### src/rtl/sfx_pkg.sv
`default_nettype none
// ============================================================================
//  Module      : sfx_pkg
//  Description : Shared types and constants for the sound-effect engine:
//                FSM state encoding, default channel assignment and the
//                default tone settings used by the Pong top level.
//  Revision    : 1.0 - initial release
// ============================================================================
package sfx_pkg;

    typedef enum logic [0:0] {
        IDLE = 1'b0,
        PLAY = 1'b1
    } state_t;

    // Default channel assignment; lower index wins arbitration
    localparam int BOUNCE = 0;
    localparam int SCORE  = 1;
    localparam int MENU   = 2;
    localparam int PAUSE  = 3;

    // Default half-periods in 12 MHz clock cycles
    localparam logic [15:0] HP_BOUNCE = 16'd6000;   // 1 kHz
    localparam logic [15:0] HP_SCORE  = 16'd3000;   // 2 kHz
    localparam logic [15:0] HP_MENU   = 16'd4500;
    localparam logic [15:0] HP_PAUSE  = 16'd12000;  // 500 Hz

    // Default durations in 1 ms ticks
    localparam logic [9:0]  DUR_BOUNCE = 10'd40;
    localparam logic [9:0]  DUR_SCORE  = 10'd300;
    localparam logic [9:0]  DUR_MENU   = 10'd60;
    localparam logic [9:0]  DUR_PAUSE  = 10'd150;

endpackage
`default_nettype wire

### src/rtl/sfx_prio_enc.sv
`default_nettype none
// ============================================================================
//  Module      : sfx_prio_enc
//  Description : Combinational priority encoder, lowest set index wins.
//  Revision    : 1.0 - initial release
// ============================================================================
module sfx_prio_enc #(
    parameter int NUM_EVENTS = 4,
    parameter int ID_W       = $clog2(NUM_EVENTS)
) (
    input  logic [NUM_EVENTS-1:0] req,
    output logic                  valid,
    output logic [ID_W-1:0]       idx
);

    // Scan from the top down so the lowest set index is the last write
    always_comb begin
        valid = 1'b0;
        idx   = '0;
        for (int i = NUM_EVENTS - 1; i >= 0; i--) begin
            if (req[i]) begin
                valid = 1'b1;
                idx   = i[ID_W-1:0];
            end
        end
    end

endmodule
`default_nettype wire

### src/rtl/sfx_engine.sv
`default_nettype none
// ============================================================================
//  Module      : sfx_engine
//  Description : Multi-channel buzzer tone engine. Rising edges on the event
//                triggers are arbitrated by fixed priority (index 0 highest)
//                and the winner's square-wave tone is played for its
//                duration. Supports preemption, retrigger and mute.
//                Optional macro SFX_QUEUE_EN adds a one-deep pending slot
//                for lower-priority triggers that arrive during a tone.
//  Revision    : 1.0 - initial release
// ============================================================================
module sfx_engine
    import sfx_pkg::*;
#(
    parameter int NUM_EVENTS = 4,
    parameter int PRESCALE   = 12000,
    parameter int HP_W       = 16,
    parameter int DUR_W      = 10
) (
    input  logic                          clk,
    input  logic                          reset,
    input  logic [NUM_EVENTS-1:0]         event_trig,
    input  logic [NUM_EVENTS*HP_W-1:0]    half_period,
    input  logic [NUM_EVENTS*DUR_W-1:0]   duration,
    input  logic                          mute,
    output logic                          buzzer,
    output logic                          busy,
    output logic [$clog2(NUM_EVENTS)-1:0] active_id
);

    localparam int ID_W  = $clog2(NUM_EVENTS);
    localparam int PRE_W = (PRESCALE > 1) ? $clog2(PRESCALE) : 1;
    localparam logic [PRE_W-1:0] c_pre_last = PRE_W'(PRESCALE - 1);

    state_t                r_state, w_state_n;
    logic [NUM_EVENTS-1:0] r_trig_prev, w_dur_nz, w_edge;
    logic                  w_win_valid;
    logic [ID_W-1:0]       w_win_idx;
    logic [HP_W-1:0]       w_win_hp, r_hp, w_hp_n, r_tone_cnt, w_tone_cnt_n;
    logic [DUR_W-1:0]      w_win_dur, r_dur, w_dur_n, r_dur_cnt, w_dur_cnt_n;
    logic [PRE_W-1:0]      r_pre_cnt, w_pre_n;
    logic [ID_W-1:0]       r_active_id, w_id_n;
    logic                  r_tone, w_tone_n, r_buzzer, w_wrap_end;
    logic                  w_load;
    logic [ID_W-1:0]       w_load_idx;
    logic [HP_W-1:0]       w_load_hp;
    logic [DUR_W-1:0]      w_load_dur;

    // A channel with zero duration can never start a tone
    for (genvar gi = 0; gi < NUM_EVENTS; gi++) begin : g_mask
        assign w_dur_nz[gi] = |duration[gi*DUR_W +: DUR_W];
    end

    assign w_edge = event_trig & ~r_trig_prev & w_dur_nz;

    sfx_prio_enc #(
        .NUM_EVENTS (NUM_EVENTS),
        .ID_W       (ID_W)
    ) u_prio (
        .req   (w_edge),
        .valid (w_win_valid),
        .idx   (w_win_idx)
    );

    assign w_win_hp  = half_period[int'(w_win_idx)*HP_W +: HP_W];
    assign w_win_dur = duration[int'(w_win_idx)*DUR_W +: DUR_W];

`ifdef SFX_QUEUE_EN
    logic            r_pend_valid, w_pend_valid_n, w_pq_valid;
    logic [ID_W-1:0] r_pend_idx, w_pend_idx_n, w_pq_idx;
    logic [HP_W-1:0] w_pq_hp;
    logic [DUR_W-1:0] w_pq_dur;

    // Slot contents including any trigger dropped in this very cycle
    always_comb begin
        w_pq_valid = r_pend_valid;
        w_pq_idx   = r_pend_idx;
        if ((r_state == PLAY) && w_win_valid && (w_win_idx > r_active_id) &&
            (!r_pend_valid || (w_win_idx < r_pend_idx))) begin
            w_pq_valid = 1'b1;
            w_pq_idx   = w_win_idx;
        end
    end

    assign w_pq_hp  = half_period[int'(w_pq_idx)*HP_W +: HP_W];
    assign w_pq_dur = duration[int'(w_pq_idx)*DUR_W +: DUR_W];

    // Pending slot register
    always_ff @(posedge clk) begin
        if (!reset) begin
            r_pend_valid <= 1'b0;
            r_pend_idx   <= '0;
        end else begin
            r_pend_valid <= w_pend_valid_n;
            r_pend_idx   <= w_pend_idx_n;
        end
    end
`endif

    // Next-state logic: tone/duration counters, arbitration and tone loads
    always_comb begin
        w_state_n    = r_state;
        w_hp_n       = r_hp;
        w_dur_n      = r_dur;
        w_id_n       = r_active_id;
        w_tone_n     = r_tone;
        w_tone_cnt_n = r_tone_cnt;
        w_pre_n      = r_pre_cnt;
        w_dur_cnt_n  = r_dur_cnt;
        w_wrap_end   = 1'b0;
        w_load       = 1'b0;
        w_load_idx   = w_win_idx;
        w_load_hp    = w_win_hp;
        w_load_dur   = w_win_dur;
`ifdef SFX_QUEUE_EN
        w_pend_valid_n = r_pend_valid;
        w_pend_idx_n   = r_pend_idx;
`endif
        case (r_state)
            IDLE: begin
                if (w_win_valid) begin
                    w_load = 1'b1;
                end
            end
            PLAY: begin
                // Zero half-period means a constant-high tone bit
                if (r_hp != '0) begin
                    if (r_tone_cnt == '0) begin
                        w_tone_n     = ~r_tone;
                        w_tone_cnt_n = r_hp - 1'b1;
                    end else begin
                        w_tone_cnt_n = r_tone_cnt - 1'b1;
                    end
                end
                if (r_pre_cnt == c_pre_last) begin
                    w_pre_n     = '0;
                    w_dur_cnt_n = r_dur_cnt - 1'b1;
                    w_wrap_end  = (r_dur_cnt == DUR_W'(1));
                end else begin
                    w_pre_n = r_pre_cnt + 1'b1;
                end

                if (w_win_valid && (w_win_idx < r_active_id)) begin
                    w_load = 1'b1;
                end else if (w_win_valid && (w_win_idx == r_active_id)) begin
                    // Retrigger restarts timing but keeps the tone phase
                    w_pre_n     = '0;
                    w_dur_cnt_n = r_dur;
                end else begin
`ifdef SFX_QUEUE_EN
                    w_pend_valid_n = w_pq_valid;
                    w_pend_idx_n   = w_pq_idx;
                    if (w_wrap_end) begin
                        w_pend_valid_n = 1'b0;
                        w_pend_idx_n   = '0;
                        if (w_pq_valid && (w_pq_dur != '0)) begin
                            w_load     = 1'b1;
                            w_load_idx = w_pq_idx;
                            w_load_hp  = w_pq_hp;
                            w_load_dur = w_pq_dur;
                        end else begin
                            w_state_n = IDLE;
                        end
                    end
`else
                    if (w_wrap_end) begin
                        w_state_n = IDLE;
                    end
`endif
                end
            end
            default: w_state_n = IDLE;
        endcase

        if (w_load) begin
            w_state_n    = PLAY;
            w_hp_n       = w_load_hp;
            w_dur_n      = w_load_dur;
            w_id_n       = w_load_idx;
            w_tone_n     = 1'b1;
            w_tone_cnt_n = w_load_hp - 1'b1;
            w_pre_n      = '0;
            w_dur_cnt_n  = w_load_dur;
        end
    end

    // State and datapath registers; buzzer is registered for a clean output
    always_ff @(posedge clk) begin
        if (!reset) begin
            r_state     <= IDLE;
            r_trig_prev <= '0;
            r_hp        <= '0;
            r_dur       <= '0;
            r_active_id <= '0;
            r_tone      <= 1'b0;
            r_tone_cnt  <= '0;
            r_pre_cnt   <= '0;
            r_dur_cnt   <= '0;
            r_buzzer    <= 1'b0;
        end else begin
            r_state     <= w_state_n;
            r_trig_prev <= event_trig;
            r_hp        <= w_hp_n;
            r_dur       <= w_dur_n;
            r_active_id <= w_id_n;
            r_tone      <= w_tone_n;
            r_tone_cnt  <= w_tone_cnt_n;
            r_pre_cnt   <= w_pre_n;
            r_dur_cnt   <= w_dur_cnt_n;
            r_buzzer    <= w_tone_n & (w_state_n == PLAY) & ~mute;
        end
    end

    assign buzzer    = r_buzzer;
    assign busy      = (r_state == PLAY);
    assign active_id = r_active_id;

endmodule
`default_nettype wire

### config.mk
export PLATFORM = sky130hd
export DESIGN_NAME = sfx_engine
export DESIGN_NICKNAME = d
export VERILOG_FILES = /design/src/rtl/sfx_pkg.sv /design/src/rtl/sfx_prio_enc.sv /design/src/rtl/sfx_engine.sv
export SDC_FILE = /design/constraint.sdc
export NUM_CORES = 1
export LEC_CHECK = 0
export CAP_MARGIN = 10
export CORE_MARGIN = 2
export CORE_UTILIZATION = 35
export CTS_CLUSTER_SIZE = 40
export DETAILED_ROUTE_END_ITERATION = 16
export RECOVER_POWER = 100
export SLEW_MARGIN = 10
export SYNTH_ARGS = -nofsm -noshare
export SYNTH_HDL_FRONTEND = slang
export SYNTH_SLANG_ARGS = --single-unit
### constraint.sdc
create_clock -name clk -period 14.31 [get_ports clk]
set_input_delay 2.1465 -clock clk [delete_from_list [all_inputs] [get_ports clk]]
set_output_delay 2.1465 -clock clk [all_outputs]
set_load 0.01 [all_outputs]
Word level (Yosys, flattened, before mapping)
Index checks and enable logic that the tools add are counted.
- equality and inequality tests: 3
- shifts and indexed selects: 2
- add/sub/neg operators: 5
- reductions and logical operators: 12
- bitwise operators: 9
- multipliers: 1
- magnitude comparators: 1
- mux-type cells: 34
- operators by type and width (cell ; number):
    $mux W16 ; 4
    $shiftx A64 B7 Y16 ; 1
    $mux W10 ; 5
    $sub A16 B1 Y16 const B ; 3
    $mux W14 ; 3
    $reduce_or A10 Y1 ; 4
    $shiftx A40 B7 Y10 ; 1
    $mux W1 ; 17
    $logic_not A16 Y1 ; 1
    $reduce_bool A16 Y1 ; 1
    $add A14 B1 Y14 const B ; 1
    $eq A14 B14 Y1 const B ; 1
    $eq A10 B1 Y1 const B ; 1
    $sub A10 B1 Y10 const B ; 1
    $and A4 B4 Y4 ; 2
    $mux W2 ; 4
    $mul A2 B3 Y5 const B ; 1
    $not A1 Y1 ; 4
    $not A4 Y4 ; 1
    $reduce_bool A2 Y1 ; 2
    $and A1 B1 Y1 ; 2
    $eq A2 B2 Y1 ; 1
    $logic_and A1 B1 Y1 ; 2
    $lt A2 B2 Y1 ; 1
    other kinds (3) ; 3
- flip-flop bits (word level): 75
- output and inout bits: 4
- input port bits: 111

Depth between registers and ports, before layout
- depth in word-level cells: 15
- mapped depth: 19
- depth with buffers taken out: 16

By module
From an unflattened synthesis, not the netlist that was laid out.
- cells, all modules: 528
- area total of the unflattened synthesis: 4645.7 sq um
- modules (own cells, without submodules) (module ; times used ; cells an instance ; area each (sq um)):
    sfx_engine ; 1 ; 521 ; 4610.7
    sfx_prio_enc ; 1 ; 7 ; 35.0

Worst setup path after synthesis
OpenSTA, ideal clock, no wires.
- path kind: input to register
- from: input port duration[37]
- to: register r_tone_cnt[10]
- arrival: 6071 ps
- stages: 19
- slack: 8117 ps
- path through: nor4_1 -> a311oi_4 -> a21oi_1 -> buf_4 -> nor2_4 -> inv_2 -> buf_2 -> ha_1 -> nor2b_1 -> o21a_1 -> a41oi_1 -> clkbuf_1 -> nor2_1 -> nor3_1 -> ha_1 -> nand3_1 -> nor2_1 -> a311oi_1 -> a311o_1
- cells in the longest elaborated chain, start to end: 12
- ends and longest elaborated chain (element ; RTL line ; source):
    start, declared ; sfx_engine.sv:24 ; input logic [NUM_EVENTS*DUR_W-1:0] duration,
    $reduce_or A10 Y1 (*) ; sfx_engine.sv:51 ; assign w_dur_nz[gi] = |duration[gi*DUR_W +: DUR_W];
    $and A4 B4 Y4 (*) ; sfx_engine.sv:54 ; assign w_edge = event_trig & ~r_trig_prev & w_dur_nz;
    branches (longest 10 deep; another with $sub A16 B1 Y16) ; n/a ;
    end signal, assigned ; sfx_engine.sv:207 ; r_tone_cnt <= w_tone_cnt_n;
    end, declared ; sfx_engine.sv:39 ; logic [HP_W-1:0] w_win_hp, r_hp, w_hp_n, r_tone_cnt, w_tone_cnt_n;
Every way passes the cells marked *.
A chain may end at the register's enable or synchronous reset.

Worst setup path after layout
- from: input port duration[27]
- to: register r_tone_cnt[9]
- cells in the longest elaborated chain, start to end: 11
- ends and longest elaborated chain (element ; RTL line):
    $reduce_or A10 Y1 (*) ; sfx_engine.sv:51
    $and A4 B4 Y4 (*) ; sfx_engine.sv:54
    branches (longest 9 deep; another with $sub A16 B1 Y16) ; n/a
Marks and branches as above.

==> out/metrics.csv <==
metric,value,unit
reg2reg_depth,16,
p_leak,2.396,nW
cts_buffers,9,
synth_top_area_share,29.31,%
clkSlewWorstSetupHoldPaths,70,ps
synth_cells,682,
crit_fanout,39,
pre_cts_ws,5770,ps
hold_viol,0,
rsz0062_at_grt,no,
fin_ws,3731,ps
grt_overflow,0,
cts_sinks,75,
synth_area_leader_cell,dfxtp_1,
crit_path_start_kind,primary input,
root_buffer,clkbuf_16,
grt_pass1_wl,29.21,mm
drc,0,
fin_nets,886,
finalClockSkew,9.470,ps
cts_resized,0,
worst-slew-pin-transition,1973,ps
drive_above_1_share,5.297,%
synthTopCellsByArea,"dfxtp_1, a21oi_1, nand2_1",
period_needed,10580,ps
r2r_start,r_trig_prev[2],
area_delta_synth_final,28.55,%
required,14470,ps
synth_cell_types,64,
synth.net_count,799,
via_per_inst,6.027,
cts.path.max_buffers,2,
worstPathCellList,dlygate4sd3_1 > nor4_1 > a311o_1 > a21oi_1 > nor2_1 > inv_1 > ha_1 > nor2b_1 > o21ai_0 > clkbuf_1 > o41ai_1 > clkbuf_1 > nand2_1 > o21ai_0 > nand4_1 > or4_1 > nand3_1 > a21oi_1,
num_rows,44,
synthFlopType,dfxtp_1,
slowest_delay,1460,ps
max_freq,94.53,MHz
path_class,in2reg,
status,"complete, but fails checks",
crit_path_start,duration[27],
setup_violations,0,
final_common_cell,clkdlybuf4s50_1,
die_area,15620,sq um
power.density,110.5,nW/um^2
peakVddDrop,63.92,uV
first_iter_violations,602,
maxCapViolCount,3,
synth-seq-cells,75,
io_buffers,114,
grt_max_degree,46,
fill_cells,1424,
synth_edf_count,0,
syn_area_per_cell,7.511,sq um
fin_cells,958,
antenna_cells,0,
violations,"capacitance limit, slew limit",
rrSetupSlack,6370,ps
clk_latency,350,ps
cp-endpoint,r_tone_cnt[9],
htree_levels,3,
arrival,10740,ps
die_h,125.0,um
antenna_found_initial,0,
crit_path_top_delay_cell,clkbuf_1,
detail-route-antenna-nets,0,
setup_tns,0,ps
total_power,0.0007278,W
reg2reg_to,r_tone_cnt[9],
dieWidth,125.0,um
routed_wl,18.49,mm
place_congestion,0.9957,
ios,115,
fin_crit_sh,73.93,%
synth_seq_area_share,29.31,%
first_global_vias,5503,
hold_class,reg2reg,
grt_usage,23.27,%
initial_core_util,35.51,%
cts_hold_buf,0,
dp_hpwl,13.56,mm
cts_tree,built,
slew_headroom,-31.50,%
dr.pass1.iters,6,
ys.warnings.count,0,
layout.cells.most_common_list,"clkdlybuf4s50_1, nand2_1, dfxtp_1",
routedWlPerCell,19.30,um
core,14420,sq um
async_flop_share,0,%
drv_slew,103,
placedCellCount,942,
endpoint_kind,register,
netlist_area,5122,sq um
post_cts_buffers,0,
vias,5774,
## area by class of cell
type	count	area, sq um	area share, %
Sequential cell	75	1501	22.80
Clock inverter	6	48.80	0.7410
Tap cell	184	230.2	3.496
Clock buffer	10	229.0	3.477
Multi-Input combinational cell	537	3299	50.10
Timing Repair Buffer	122	1186	18.01
Inverter	24	90.09	1.368
## power by group
group	switching, W	internal, W
clock network	0.0000985	0.000119
registers	0.0000244	0.000235
logic	0.000149	0.000102
total	0.000272	0.000456
## worst max-delay path: cells and delay by family
| kind | cells | cell delay (ps) |
|---|---|---|
| adder cells (fa/ha/maj) | 1 | 450 |
| AND/OR/NAND/NOR | 7 | 2990 |
| AO/OA/AOI/OAI | 6 | 1870 |
| buffers and inverters | 4 | 3250 |
## routing by layer
layer  routed length (um)  vias up  track usage (%)
met3                 1237       52            3.851
li1                     -     2735                -
met2                 8873      267            39.77
met5                    0        -                0
met4                  643        0            9.542
met1                 7737     2720            29.19
## sequential cells by signal, indices dropped and copies added, names as in the netlist
name / cells
active_id: 2
busy: 1
buzzer: 1
r_dur: 10
r_dur_cnt: 10
r_hp: 16
r_pre_cnt: 14
r_tone: 1
r_tone_cnt: 16
r_trig_prev: 4
## cells by family (layout without fill, tap and decap cells)
| group | count (synthesis) | in the layout | share of synthesized area [%] |
|---|---|---|---|
| adder cells (fa/ha/maj) | 6 | 6 | 1.466 |
| flip-flops | 75 | 75 | 29.31 |
| XOR/XNOR | 19 | 19 | 3.249 |
| multiplexers | 25 | 25 | 5.129 |
| buffers and inverters | 70 | 162 | 5.642 |
| AO/OA/AOI/OAI | 196 | 196 | 26.33 |
| AND/OR/NAND/NOR | 291 | 291 | 28.87 |
## cells in the mapped netlist (all sizes together) (2+ instances only)
master,instances
or4,2
xnor2,8
nand2b,3
o22a,8
a311o,3
nand2,80
a31oi,16
o21a,2
a21oi,67
nand3,31
dfxtp,75
o211ai,10
ha,6
nand4,9
o22ai,10
and3,6
nor2b,3
o2111ai,5
a31o,4
nor2,66
a311oi,16
xor2,11
o21ai,31
nor3b,8
nor4,48
o31ai,2
inv,23
buf,15
a211oi,11
nor3,22
mux2i,24
or3,3
o221ai,3
clkbuf,31
and2,5
a41oi,2
## per-stage QoR
stage / hold WS, ps / utilization [%] / cell area [sq um]
CTS: 458.4 / 46.08 / 6646
floorplan: 435.7 / - / 5122
global route: 481.5 / 45.65 / 6585
finish: 458.8 / 45.65 / 6585
detailed placement: 449.0 / 44.15 / 6369
global placement: 443.1 / 44.15 / 6369
## worst min path at each step
stage	startpoint	endpoint	slack (ps)	cells past startpoint
3_5_place_dp	r_dur[1]	r_dur[1]	450	2
5_1_grt	r_dur[7]	r_dur[7]	480	2
2_1_floorplan	r_dur[1]	r_dur[1]	440	2
6_report	r_dur[1]	r_dur[1]	460	2
4_1_cts	r_dur[1]	r_dur[1]	460	2
3_3_place_gp	r_dur[7]	r_dur[7]	440	2
Note: power is estimated with default switching activity, not from simulation.
